[config.mk]
export PLATFORM = sky130hd
export DESIGN_NAME = instruction_fetch
export DESIGN_NICKNAME = d
export VERILOG_FILES = /design/src/rtl/instruction_fetch.sv
export SDC_FILE = /design/constraint.sdc
export NUM_CORES = 1
export LEC_CHECK = 0
export ABC_AREA = 1
export CAP_MARGIN = 20
export CORE_ASPECT_RATIO = 1.1
export CORE_MARGIN = 2
export CORE_UTILIZATION = 40
export DETAILED_ROUTE_END_ITERATION = 16
export GPL_ROUTABILITY_DRIVEN = 1
export HOLD_SLACK_MARGIN = 0.12
export SLEW_MARGIN = 30
export SYNTH_ARGS = -nofsm -noshare
export SYNTH_HDL_FRONTEND = slang
export SYNTH_SLANG_ARGS = --single-unit
export TNS_END_PERCENT = 30
[constraint.sdc]
create_clock -name clk -period 2.2 [get_ports clk]
set_clock_uncertainty 0.2 [all_clocks]
set_input_delay 0.33 -clock clk [delete_from_list [all_inputs] [get_ports clk]]
set_output_delay 0.33 -clock clk [all_outputs]
set_load 0.02 [all_outputs]
[src/rtl/instruction_fetch.sv]
// Instruction fetch: pc sequencing, redirect flush and a 2-entry {pc, instr}
// skid buffer feeding decode. Memory read is combinational on ra.
module instruction_fetch #(
  parameter int INS_ADDRESS = 9,
  parameter int INS_W       = 32
) (
  input  logic                   clk,
  input  logic                   reset,
  input  logic                   start,
  output logic [INS_ADDRESS-1:0] ra,
  input  logic [INS_W-1:0]       rd,
  input  logic                   redirect,
  input  logic [INS_ADDRESS-1:0] redirect_pc,
  input  logic                   out_ready,
  output logic                   out_valid,
  output logic [INS_W-1:0]       out_instr,
  output logic [INS_ADDRESS-1:0] out_pc
);

  typedef enum logic [1:0] {IDLE, RUN, FLUSH} state_e;

  typedef struct packed {
    logic [INS_ADDRESS-1:0] pc;
    logic [INS_W-1:0]       instr;
  } entry_t;

  state_e                 state_q, state_d;
  logic [INS_ADDRESS-1:0] pc_q, pc_d;
  logic [1:0]             count_q, count_d;
  entry_t [1:0]           fifo_q, fifo_d;

  logic   fetch_en, redirect_en;
  logic   pop, push, can_push;
  entry_t new_e;

  // state register
  always_ff @(posedge clk) begin
    if (reset) begin
      state_q <= IDLE;
      pc_q    <= '0;
      count_q <= '0;
      fifo_q  <= '0;
    end else begin
      state_q <= state_d;
      pc_q    <= pc_d;
      count_q <= count_d;
      fifo_q  <= fifo_d;
    end
  end

  // next state
  always_comb begin
    state_d = state_q;
    case (state_q)
      IDLE:    if (start) state_d = RUN;
      RUN:     if (redirect) state_d = FLUSH;
      FLUSH:   state_d = redirect ? FLUSH : RUN;
      default: state_d = IDLE;
    endcase
  end

  // state-decoded controls; IDLE ignores redirect entirely
  always_comb begin
    fetch_en    = (state_q == RUN);
    redirect_en = (state_q != IDLE) && redirect;
  end

  assign out_valid = (count_q != 2'd0);
  assign out_pc    = fifo_q[0].pc;
  assign out_instr = fifo_q[0].instr;
  assign ra        = pc_q;

  assign pop      = out_valid && out_ready;
  assign can_push = (count_q < 2'd2) || pop;
  assign push     = fetch_en && can_push && !redirect_en;

  always_comb begin
    new_e.pc    = pc_q;
    new_e.instr = rd;
  end

  // fifo_q[0] is always the head; entries shift down on pop
  always_comb begin
    pc_d    = pc_q;
    count_d = count_q;
    fifo_d  = fifo_q;
    if (redirect_en) begin
      pc_d    = redirect_pc & ~INS_ADDRESS'(3);
      count_d = '0;
    end else begin
      if (push) pc_d = pc_q + INS_ADDRESS'(4);
      case ({push, pop})
        2'b11: begin
          if (count_q == 2'd2) begin
            fifo_d[0] = fifo_q[1];
            fifo_d[1] = new_e;
          end else begin
            fifo_d[0] = new_e;
          end
        end
        2'b10: begin
          fifo_d[count_q[0]] = new_e;
          count_d            = count_q + 2'd1;
        end
        2'b01: begin
          fifo_d[0] = fifo_q[1];
          count_d   = count_q - 2'd1;
        end
        default: ;
      endcase
    end
  end

endmodule

# After elaboration in Yosys (flattened, before gate mapping)
# Cells that the tools add are included.
dict set report word_totals {
  output_inout_bits 51
  register_bits 95
  rom_bits 0
  latchBits 0
  ram_bits 0
  wordCells 56
  mem_count 0
}
dict set report op_classes {
  n_shift 0
  n_addsub 3
  n_mul 0
  bitwise_logic 1
  eq_ne 9
  n_reduce_logical 18
  muxes 14
  magnitude_cmp 3
  div 0
}
# op n
set ops {}
lappend ops {{$mux 41} 3}
lappend ops {{$pmux 41 s3} 1}
lappend ops {{$bwmux 82} 1}
lappend ops {{$pmux 41 s2} 1}
lappend ops {{$demux 41 s1} 1}
lappend ops {{$mux 9} 2}
lappend ops {{$reduce_bool 2->1} 5}
lappend ops {{$add 9x3->9 const B} 1}
lappend ops {{$eq 2x2->1 const B} 4}
lappend ops {{$mux 2} 3}
lappend ops {{$ne 2x2->1 const B} 3}
lappend ops {{$pmux 2 s3} 1}
lappend ops {{$logic_and 1x1->1} 5}
lappend ops {{$eq 2x1->1 const B} 2}
lappend ops {{$pmux 2 s2} 1}
lappend ops {{$reduce_and 2->1} 2}
lappend ops {{$reduce_and 3->1} 1}
lappend ops {{$reduce_bool 3->1} 1}
lappend ops {{$add 2x1->2 const B} 1}
lappend ops {{$logic_not 2->1} 1}
lappend ops {{$lt 1x2->1 const B} 1}
lappend ops {{$lt 2x2->1 const B} 1}
lappend ops {{$reduce_or 2->1} 1}
lappend ops {{$sub 2x1->2 const B} 1}
lappend ops {{4 further kinds} 4}

# Logic depth before layout (Yosys ltp)
# Gate-level depths: netlist of run 1.
dict set report depth {
  depth_word 8
  ltp_mapped 15
  mapped_depth_nobuf 12
}

# Worst setup path before layout of run 1
# Ideal clock, no wire load.
dict set report synth_path {
  kind {register to register}
  start {reg count_q[0]}
  end {reg fifo_q (netlist bit out_pc[6])}
  path_slack_ns -0.215
  t_required_ns 1.936
  path_stages_with_launch 15
  synth_period_minus_slack_ns 2.415
  setup_time_ns 0.064
  t_arrival_ns 2.151
  path_cell_list {dfxtp_1 buf_4 inv_2 buf_4 buf_6 nand2_1 nand2_1 inv_1 ha_1 buf_2 buf_1 nand3_1 nand2_1 nor2_1 nor2_1}
}
dict set report synth_between {
  elab_chain_len 8
}
# item line
set synth_lines {}
lappend synth_lines {{start: declaration} 29} ;# logic [1:0] count_q, count_d;
lappend synth_lines {{start signal: assignment} 46} ;# count_q <= count_d;
lappend synth_lines {{$reduce_bool 2->1 (*)} 68} ;# assign out_valid = (count_q != 2'd0);
lappend synth_lines {{named net out_valid} 15} ;# output logic out_valid,
lappend synth_lines {{$logic_and 1x1->1 (*)} 73} ;# assign pop = out_valid && out_ready;
lappend synth_lines {{$logic_or 1x1->1} 74} ;# assign can_push = (count_q < 2'd2) || pop;
lappend synth_lines {{$logic_and 1x1->1 (2 in series)} 75} ;# assign push = fetch_en && can_push && !redirect_en;
lappend synth_lines {{$eq 2x2->1 or $eq 2x1->1 (tied branches)} 92} ;# case ({push, pop})
lappend synth_lines {{$reduce_bool 3->1 (no source line)} n/a}
lappend synth_lines {{$reduce_and 2->1 (no source line)} n/a}
lappend synth_lines {{end signal: assignment} 47} ;# fifo_q <= fifo_d;
lappend synth_lines {{end: declaration} 30} ;# entry_t [1:0] fifo_q, fifo_d;
# Mark *: on every way through the listed nets, which the timed path passes. The rest lies on a longest branch.
# A chain may end at the register's enable or synchronous reset.

# Worst setup path after layout of run 1
dict set report layout_path {
  start {reg state_q[0]}
  end {reg fifo_q[69] (netlist bit)}
}
dict set report layout_between {
  elab_chain_len 7
}
# item line
set layout_lines {}
lappend layout_lines {{start: declaration} 27} ;# state_e state_q, state_d;
lappend layout_lines {{start signal: assignment} 44} ;# state_q <= state_d;
lappend layout_lines {{$reduce_bool 2->1} 65} ;# redirect_en = (state_q != IDLE) && redirect;
lappend layout_lines {{$logic_and 1x1->1} 65}
lappend layout_lines {{$logic_not 1->1} 75}
lappend layout_lines {{$logic_and 1x1->1} 75}
lappend layout_lines {{$eq 2x2->1} 92}
lappend layout_lines {{$ne 2x2->1 (no source line) or $reduce_bool 2->1 (tied branches)} n/a}
lappend layout_lines {{$reduce_and 3->1 (no source line)} n/a}
# Parallel ways exist; a longest one is shown, timed or not.

==> key figures, run 1 <==
Outcome
  – Status: completed

Yosys
  – Warnings from Yosys: 0
  – Sequential area share after synthesis: around 30%
  – Netlist cell types: 24
  – Seq cells post-synth: 91
  – Cells after synthesis: 1051
  – Avg Synthesized Cell Area: ~5.7 um2
  – Cell Area, Synth: 6020 um2

Die
  – Die ar.: ~16000 um2
  – Starting Density: 40.5%
  – Die H: 133 um
  – Cell Rows: 47
  – Core Box Area: approximately 15000 um2
  – IO Count: between 90 and 100
  – Chip width: between 100 and 150 um

Global route
  – First-pass GRT wire length: ~27000 um
  – Total gr overflow: 0
  – Antenna violations before repair: 0
  – Gr usage total: between 20% and 30%
  – Largest net degree at the start of global routing: 54
  – Vias in the first global route: 5488

Clock network
  – Hold Buf Count CTS: 0
  – Deepest clock path buffer count: 2
  – CTS buffer count: 9
  – # clock sinks: slightly above 90
  – H-tree Lvls: 3
  – CTS tree: yes
  – Clk Latency, worst-skew pair: roughly 350 ps
  – Root buffer cell: clkbuf_16
  – Register clock-pin slew on the reported worst setup and hold paths: 60 ps

Detailed routing
  – Initial drt markers: 439
  – Drt first pass iters: 7
  – Drt total wl: around 17000 um
  – WL per Instance: around 13 um
  – # DRC: 0
  – Via count: between 6000 and 7000
  – Antenna Nets Post-Route: 0
  – Via/cell ratio: 4.64

Setup path
  – Startpoint types: flop
  – Worst path cell trace: inv_1 > nor2_2 > nand2_2 > nor2_4 > ha_4 > inv_1 > nor2_1 > nor2_2 > nand3_4 > buf_12 > clkbuf_16 > nand2_1 > nand2_1 > nor2_1
  – Worst Path Max Fanout: 12
  – CP Data Required Time: between 2000 and 2500 ps
  – CP max stage cell: dfxtp_2
  – Max incr delay on CP: 340 ps
  – Number of cells on the critical path: 14
  – Arr. time, crit path: approximately 2100 ps
  – CP delay by family, top: simple AND/OR/NAND/NOR gates
  – CP bufs+invs: 4
  – Worst setup path class: flop to flop
  – CP endpoint kind: flop
  – Worst reg-to-reg path cell count: 14

Final layout
  – Diodes inserted: 0
  – Final non-filler cell total: approximately 1300
  – Area of the multi-input gates: ~3200 um2
  – Share of cells above drive strength 1: 7.69%
  – Layout Area Growth over Synthesis: 26.0%
  – Area occupied by registers: approximately 1800 um2
  – Fillers: around 1500
  – Final #Nets: ~1200

STA
  – Fin crit share: between 90% and 100%
  – Pins Over Slew Limit: 0
  – Max Clk Rate: between 400 and 500 MHz
  – Count of final setup violators: 0
  – Final Hold Fails: 0
  – Final worst slack: 107 ps
  – Worst-margin pin slew: around 560 ps
  – Slew headroom: 62.7%
  – Period minus WS final: around 2100 ps

Power
  – Power density cells: between 600 and 700 nW/um2
  – Max VDD drop: approximately 0.43 mV
  – Pleak: 0.00357 uW

Placement
  – Final Wtd Congestion: between 0.8 and 0.9
  – Dpl hpwl: between 10000 and 15000 um
  – Placed cell count: between 1000 and 1500
  – Pre-CTS WS: -220 ps
  – Port Buffers: 92

Run
  – Max-Cap Viols: 0

Hold path
  – Min-delay worst type: flop to flop
  – Hold Path Depth: 2
[metrics by stage]
step                      util [%]  hold slack (ps)  power [uW]  TNS (ps)  instance area (um2)
after floorplan                  -              199        3020      -164                 6040
after global placement        47.3              244        3510    -15080                 7040
after detailed placement      47.3              248        3520    -15090                 7040
after CTS                     49.2              257        5110         0                 7330
after global routing          51.0              265        5440     -27.5                 7580
final                         51.0              258        5130         0                 7580
[state kept, by name, indices dropped and copies added, names as in the netlist]
register / flops
fifo_q: 39
out_instr: 32
out_pc: 9
ra: 7
count_q: 2
state_q: 2
[cells in the mapped netlist, drive strengths merged]
cell / instances / share of area [%]
inv: 123 / 7.7
conb: 1 / 0.062
nand3: 91 / 7.7
clkinv: 1 / 0.062
nand2: 375 / 23
clkbuf: 20 / 1.2
dfxtp: 91 / 30
a21oi: 53 / 4.4
xor2: 2 / 0.29
nor3: 1 / 0.083
nor2: 161 / 11
o21ai: 42 / 3.5
buf: 84 / 9.3
ha: 6 / 1.2
[cells by family (layout without fill, tap and decap cells)]
family / after synthesis / in the layout / share of synthesized area (%)
buffers and inverters: 228 / 281 / 18.3
other: 1 / 2 / 0.0623
adder cells (fa/ha/maj): 6 / 6 / 1.25
flip-flops: 91 / 91 / 30.3
AO/OA/AOI/OAI: 95 / 95 / 7.90
XOR/XNOR: 2 / 2 / 0.291
AND/OR/NAND/NOR: 628 / 628 / 41.9
[area by class of cell]
cell class / count / area share [%]
Multi-Input combinational cell: 733 / 41.8
Sequential cell: 91 / 24.1
Timing Repair Buffer: 141 / 20.9
Inverter: 124 / 6.16
Clock buffer: 14 / 3.35
Tap cell: 196 / 3.23
Clock inverter: 2 / 0.462
[placed cells by master (no fill, tap or decap), types with 2 or more instances in the layout]
master             n
xor2_1             2
buf_12            15
clkbuf_16         15
nor2_1           153
ha_1               2
nand2_1          371
nand2_4            2
a21oi_1           53
clkinv_2           2
clkbuf_1           4
inv_2              4
nor2_4             3
nand2_2            2
o21ai_0           39
buf_4             27
nand3_1           90
clkdlybuf4s50_1   91
o21ai_1            3
dfxtp_2            2
nor2_2             4
ha_4               3
inv_1            119
conb_1             2
dfxtp_1           89
[final timing paths]
kind	startpoint	endpoint	slack, ps
max reg2reg	state_q[0]	fifo_q[69]	110
max	state_q[0]	fifo_q[69]	110
min reg2reg	out_pc[1]	out_pc[1]	260
min	out_pc[1]	out_pc[1]	260
[power by group]
group | internal [uW] | switching, uW | total [uW]
sequential | 1810 | 120 | 1930
clock | 913 | 654 | 1570
combinational | 703 | 923 | 1630
[timing repair]
item,CTS,global route
hold endpoints to repair,0,0
resized for setup,0,12
buffers inserted,0,3
setup endpoints to repair,0,7
[routing by layer]
layer	GRT usage, %	part of all wire [%]	wire length, um
met1	27.7	47	7850
met2	33.3	47	7780
met3	3.02	4.8	797
met4	7.24	1.7	281
met5	0	0	0
[tightest hold or removal path, stage by stage (launching register included)]
cell and delay, ps:
dfxtp_1 310, nand3_1 70, inv_1 30
Power figures use the tool's default switching activity.
==> run 2: changes to the inputs <==
--- a/config.mk
+++ b/config.mk
@@ -9,10 +9,11 @@
 export CAP_MARGIN = 20
 export CORE_ASPECT_RATIO = 1.1
 export CORE_MARGIN = 2
-export CORE_UTILIZATION = 40
+export CORE_UTILIZATION = 49
 export DETAILED_ROUTE_END_ITERATION = 16
 export GPL_ROUTABILITY_DRIVEN = 1
 export HOLD_SLACK_MARGIN = 0.12
+export PLACE_DENSITY = 0.77
 export SLEW_MARGIN = 30
 export SYNTH_ARGS = -nofsm -noshare
 export SYNTH_HDL_FRONTEND = slang
==> run 2 against run 1 <==
  * Die area is 18% lower
  * Worst hold slack worse by 3.4 ps
  * Critical path depth is 4 lower
  * Final cell count is 3.1% lower
  * Flip-flop and latch count stayed put
  * Largest power group unchanged
  * Highest routed layer unchanged
==> key figures, run 2 (synthesized netlist as in run 1, its figures left out) <==
Clock network
  – Clk Latency, worst-skew pair: 340 ps (about the same)
  – Deepest clock path buffer count: 2 (unchanged)
  – CTS tree: yes
  – Hold Buf Count CTS: 0 (unchanged)
  – Register clock-pin slew on the reported worst setup and hold paths: 70 ps (about the same)
  – CTS buffer count: 9 (unchanged)
  – H-tree Lvls: 3 (unchanged)
  – # clock sinks: 91 (unchanged)
  – Root buffer cell: clkbuf_16

Hold path
  – Min-delay worst type: flop to flop

STA
  – Pins Over Slew Limit: 0 (unchanged)
  – Count of final setup violators: 0 (unchanged)
  – Setup TNS: 0 ps (unchanged)
  – Slew headroom: 62.4% (-0.23 points)
  – Max Clk Rate: 455 MHz (-4.8%)
  – Worst-margin pin slew: 563 ps (+3.38 ps)
  – Fin crit share: 99.9% (+4.8 points)
  – RSZ-0062 raised after global routing: yes
  – Final Hold Fails: 0 (unchanged)
  – Final worst slack: 1.97 ps (-105 ps)
  – Period minus WS final: 2200 ps (+105 ps)

Detailed routing
  – Drt first pass iters: 6 (-1)
  – WL per Instance: 13.0 um (+1.4%)
  – Drt total wl: 16400 um (-1.7%)
  – Top Metal Used: met4
  – Via/cell ratio: 5.00 (+7.8%)
  – Wire length on met1: 7130 um (-9.1%)
  – WL met3: 1120 um (+41%)
  – Initial drt markers: 342 (-22%)
  – Via count: 6306 (+4.5%)
  – Metal2 WL: 7930 um (+1.9%)
  – # DRC: 0 (unchanged)
  – Antenna Nets Post-Route: 0 (unchanged)

Die
  – Core Box Area: 12000 um2 (-19%)
  – Starting Density: 50.0% (+9.6 points)
  – Die H: 120 um (-9.4%)
  – IO Count: 97 (unchanged)
  – Chip width: 110 um (-9.3%)
  – Cell Rows: 42 (-11%)
  – Die ar.: 13200 um2 (-18%)

Final layout
  – Most common cell after layout, fill and taps aside: nand2_1
  – Max FFs per register: 39 (unchanged)
  – Area of the multi-input gates: 3300 um2 (+4.3%)
  – Area occupied by registers: 1830 um2 (about the same)
  – Final #Nets: 1154 (+0.17%)
  – Final core utilization: 64.0% (+13 points)
  – Commonest non-fill, non-tap cells in the layout: nand2_1, nor2_1, inv_1
  – Final non-filler cell total: 1261 (-3.1%)
  – Fillers: 1074 (-31%)
  – Layout Area Growth over Synthesis: 27.9%
  – Top reg by flops: fifo_q
  – Share of cells above drive strength 1: 11.0% (+3.3 points)
  – Diodes inserted: 0 (unchanged)

Run
  – Max-Cap Viols: 0 (unchanged)

Power
  – Power density cells: 693 nW/um2 (+2.4%)
  – Final Total Pwr: 5330 uW (+4.0%)
  – Pleak: 0.00358 uW (+0.41%)
  – Max VDD drop: 0.335 mV (-23%)

Placement
  – Pre-CTS WS: -273 ps (-52.2 ps)
  – Dpl hpwl: 9810 um (-4.5%)
  – Final Wtd Congestion: 0.828 (+2.5%)
  – Port Buffers: 92 (unchanged)
  – Placed cell count: 1230 (-3.5%)

Setup path
  – CP max stage cell: dfxtp_2
  – Worst setup path class: flop to flop
  – CP endpoint kind: flop
  – Worst Path Max Fanout: 7 (-5)
  – CP Data Required Time: 2240 ps (about the same)
  – Arr. time, crit path: 2240 ps (+100 ps)
  – Startpoint types: flop
  – Worst path cell trace: inv_2 > nand2_4 > nand2_2 > inv_1 > ha_4 > nand2_1 > nand3_4 > clkbuf_16 > nor2_2 > nor2_1
  – Max incr delay on CP: 350 ps (about the same)

Global route
  – Antenna violations before repair: 0 (unchanged)
  – Total gr overflow: 0 (unchanged)
  – First-pass GRT wire length: 25000 um (-6.6%)
  – Vias in the first global route: 5458 (-0.55%)
  – Gr usage total: 23.4% (+2.9 points)
  – Largest net degree at the start of global routing: 48 (-11%)

Outcome
  – Status: completed
==> run 2: cell types whose count changed in the layout (fill, tap and decap cells not counted), moves of 7 or more <==
| cell | change |
|---|---|
| nand2_1 | -11 |
| nand2_2 | +9 |
| nor2_1 | -18 |
| nor2_2 | +11 |
| nor2_4 | +7 |
==> run 2: per-stage QoR <==
step	area [um2]	hold WS, ps
after floorplan	6040	199
after global placement	6910	245
after detailed placement	6910	249
after CTS	7240	257
after global routing	7700	291
final	7700	255
==> run 2: report_power, final <==
group / switching [uW] / leakage, uW / internal (uW) / total (uW)
Clock: 674 / 0.000159 / 1060 / 1730
Sequential: 123 / 0.000745 / 1810 / 1940
Combinational: 952 / 0.00268 / 712 / 1660
Total: 1750 / 0.00358 / 3580 / 5330
==> run 2: routing by layer <==
| metal | up-vias | global-route usage, % |
|---|---|---|
| met2 | 241 | 39.2 |
| met3 | 25 | 3.50 |
| met5 | - | 0 |
| met4 | 0 | 7.67 |
| li1 | 3244 | - |
| met1 | 2796 | 30.7 |
==> run 2: area by class of cell <==
cell class                 instances  area share (%)
tap                              154            2.50
clock inverter                     4           0.942
sequential                        91            23.7
timing repair buffer             142            20.5
clock buffer                      12            3.33
inverter                         124            6.06
multi-input combinational        734            42.9
==> run 2: what timing repair did <==
| item | 4_1_cts | 5_1_grt |
|---|---|---|
| gates resized for setup | 0 | 61 |
| hold endpoints to repair | 0 | 0 |
| buffers inserted | 0 | 5 |
| endpoints found under the setup margin | 0 | 49 |
==> run 2: path summary, 6_finish.rpt <==
kind              slack (ps)  cells after the start    endpoint        from
setup / recovery           2                     10  fifo_q[81]  count_q[1]
hold / removal           250                      2   out_pc[1]   out_pc[1]
setup reg to reg           2                     10  fifo_q[81]  count_q[1]
hold reg to reg          250                      2   out_pc[1]   out_pc[1]
==> run 2: critical path, delay by kind of cell, from the launching register on <==
kind	cells	cell delay (ps)
buffers and inverters	3	500
flip-flops	1	350
adder cells (fa/ha/maj)	1	180
AND/OR/NAND/NOR	6	860
==> run 3: changes to the inputs <==
--- a/config.mk
+++ b/config.mk
@@ -8,13 +8,13 @@
 export ABC_AREA = 1
 export CAP_MARGIN = 20
 export CORE_ASPECT_RATIO = 1.1
-export CORE_MARGIN = 2
+export CORE_MARGIN = 1.5
 export CORE_UTILIZATION = 49
 export DETAILED_ROUTE_END_ITERATION = 16
 export GPL_ROUTABILITY_DRIVEN = 1
 export HOLD_SLACK_MARGIN = 0.12
 export PLACE_DENSITY = 0.77
-export SLEW_MARGIN = 30
+export SLEW_MARGIN = 10
 export SYNTH_ARGS = -nofsm -noshare
 export SYNTH_HDL_FRONTEND = slang
 export SYNTH_SLANG_ARGS = --single-unit
==> run 3 against run 2 <==
  * Critical path depth is 4 higher
  * Global-route usage increased by 0.98 points
  * Die area decreased by 1.7%
  * Total power down 2.6%
  * Flip-flop and latch count unchanged
  * Wire length decreased by 0.93%
  * Combinational power shrank 2%
  * Sequential share of layout area up 0.60 points
  * Worst hold slack better by 10 ps
  * Maximum frequency grew 1.8%
  * Register-to-register slack better by 40 ps
  * Largest power group unchanged
==> key figures, run 3 (synthesized netlist as in run 1, its figures left out) <==
Final layout
  – Top reg by flops: fifo_q
  – Final non-filler cell total: 1256 (-0.40%)
  – Commonest non-fill, non-tap cells in the layout: nand2_1, nor2_1, inv_1
  – Design Area, Final: 7500 um2 (-2.6%)
  – Final #Nets: 1151 (-0.26%)
  – Share of cells above drive strength 1: 7.80% (-3.2 points)
  – Max FFs per register: 39 (unchanged)
  – Diodes inserted: 0 (unchanged)
  – Layout Area Growth over Synthesis: 24.7%
  – Most common cell after layout, fill and taps aside: nand2_1

Clock network
  – Hold Buf Count CTS: 0 (unchanged)
  – Deepest clock path buffer count: 2 (unchanged)
  – CTS buffer count: 9 (unchanged)
  – Register clock-pin slew on the reported worst setup and hold paths: 60 ps (about the same)
  – # clock sinks: 91 (unchanged)
  – CTS tree: yes
  – H-tree Lvls: 3 (unchanged)
  – Root buffer cell: clkbuf_16
  – Clk Latency, worst-skew pair: 350 ps (about the same)

Detailed routing
  – WL per Instance: 13.0 um (-0.53%)
  – WL met3: 782 um (-30%)
  – Drt total wl: 16300 um (-0.93%)
  – Top Metal Used: met4
  – Initial drt markers: 508 (+49%)
  – Antenna Nets Post-Route: 0 (unchanged)
  – Drt first pass iters: 5 (-1)
  – Via count: 6238 (-1.1%)
  – # DRC: 0 (unchanged)
  – Metal2 WL: 7960 um (+0.37%)
  – Wire length on met1: 7330 um (+2.8%)
  – Via/cell ratio: 4.97 (-0.68%)

Global route
  – First-pass GRT wire length: 25400 um (+1.6%)
  – Largest net degree at the start of global routing: 68 (+42%)
  – Vias in the first global route: 5490 (+0.59%)
  – Total gr overflow: 0 (unchanged)
  – Gr usage total: 24.4% (+0.98 points)
  – Antenna violations before repair: 0 (unchanged)

Placement
  – Placed cell count: 1234 (+0.33%)
  – DP Area: 6950 um2 (+0.58%)
  – Pre-CTS WS: -293 ps (-20.4 ps)
  – Dpl hpwl: 9670 um (-1.4%)
  – Port Buffers: 92 (unchanged)
  – Final Wtd Congestion: 0.851 (+2.7%)

STA
  – Final worst slack: 40.5 ps (+38.6 ps)
  – Final Hold Fails: 0 (unchanged)
  – Fin crit share: 98.2% (-1.8 points)
  – Period minus WS final: 2160 ps (-38.6 ps)
  – Setup TNS: 0 ps (unchanged)
  – Max Clk Rate: 463 MHz (+1.8%)
  – Pins Over Slew Limit: 0 (unchanged)
  – Slew headroom: 60.8% (-1.6 points)
  – Count of final setup violators: 0 (unchanged)
  – Worst-margin pin slew: 588 ps (+24.5 ps)

Die
  – Die ar.: 13000 um2 (-1.7%)
  – Die H: 119 um (-0.83%)
  – IO Count: 97 (unchanged)
  – Cell Rows: 42 (unchanged)
  – Starting Density: 50.2% (+0.22 points)
  – Core Box Area: 12000 um2 (-0.44%)
  – Chip width: 109 um (-0.91%)

Power
  – Max VDD drop: 0.437 mV (+30%)
  – Power density cells: 692 nW/um2 (about the same)
  – Final Total Pwr: 5190 uW (-2.6%)
  – Pleak: 0.00355 uW (-0.99%)

Setup path
  – Startpoint types: flop
  – CP endpoint kind: flop
  – Worst Path Max Fanout: 13 (+6)
  – Worst setup path class: flop to flop
  – Arr. time, crit path: 2200 ps (-40 ps)
  – CP Data Required Time: 2240 ps (about the same)

Run
  – Max-Cap Viols: 0 (unchanged)

Outcome
  – Status: completed

Hold path
  – Min-delay worst type: flop to flop
-- run 3: report_power, final --
| part | total, uW | switching, uW | leakage, uW | internal, uW |
|---|---|---|---|---|
| combinational | 1620 | 928 | 0.00266 | 691 |
| clock | 1640 | 660 | 0.000145 | 983 |
| sequential | 1930 | 118 | 0.000745 | 1810 |
-- run 3: through the flow --
stage | util [%] | hold slack (ps)
2_1_floorplan | - | 199
3_3_place_gp | 58.0 | 240
3_5_place_dp | 58.0 | 254
4_1_cts | 60.5 | 264
5_1_grt | 62.6 | 283
6_report | 62.6 | 265
-- run 3: layer usage --
metal / up-vias / track usage, %
met4: 0 / 7.98
li1: 3235 / -
met2: 180 / 40.6
met3: 19 / 4.32
met5: - / 0
met1: 2804 / 31.7
-- run 3: worst paths after layout --
path              startpoint         end  slack, ps  cells past startpoint
setup / recovery  state_q[0]  fifo_q[44]         40                     14
hold / removal     out_pc[0]   out_pc[0]        270                      2
setup reg to reg  state_q[0]  fifo_q[44]         40                     14
hold reg to reg    out_pc[0]   out_pc[0]        270                      2
-- run 3: cell type report --
type                       instances  area (um2)
fill                            1127        4480
sequential                        91        1820
timing repair buffer             140        1540
clock inverter                     3        65.1
clock buffer                      11         233
tap                              154         193
multi-input combinational        733        3180
inverter                         124         467
-- run 3: what timing repair did --
| action | 4_1_cts | 5_1_grt |
|---|---|---|
| buffers inserted | 0 | 2 |
| endpoints found under the hold margin | 0 | 0 |
| endpoints found under the setup margin | 0 | 67 |
| gates resized for setup | 0 | 19 |
-- run 3: critical path, cell delays in order, from the launching register on --
cell	delay [ps]
dfxtp_2	340
inv_1	80
nor2_4	110
nand2_2	80
nor2_4	220
ha_4	180
inv_1	40
nor2_1	130
nor2_2	80
nand3_4	90
buf_12	170
clkbuf_16	180
nand2_1	50
nand2_1	50
nor2_1	40
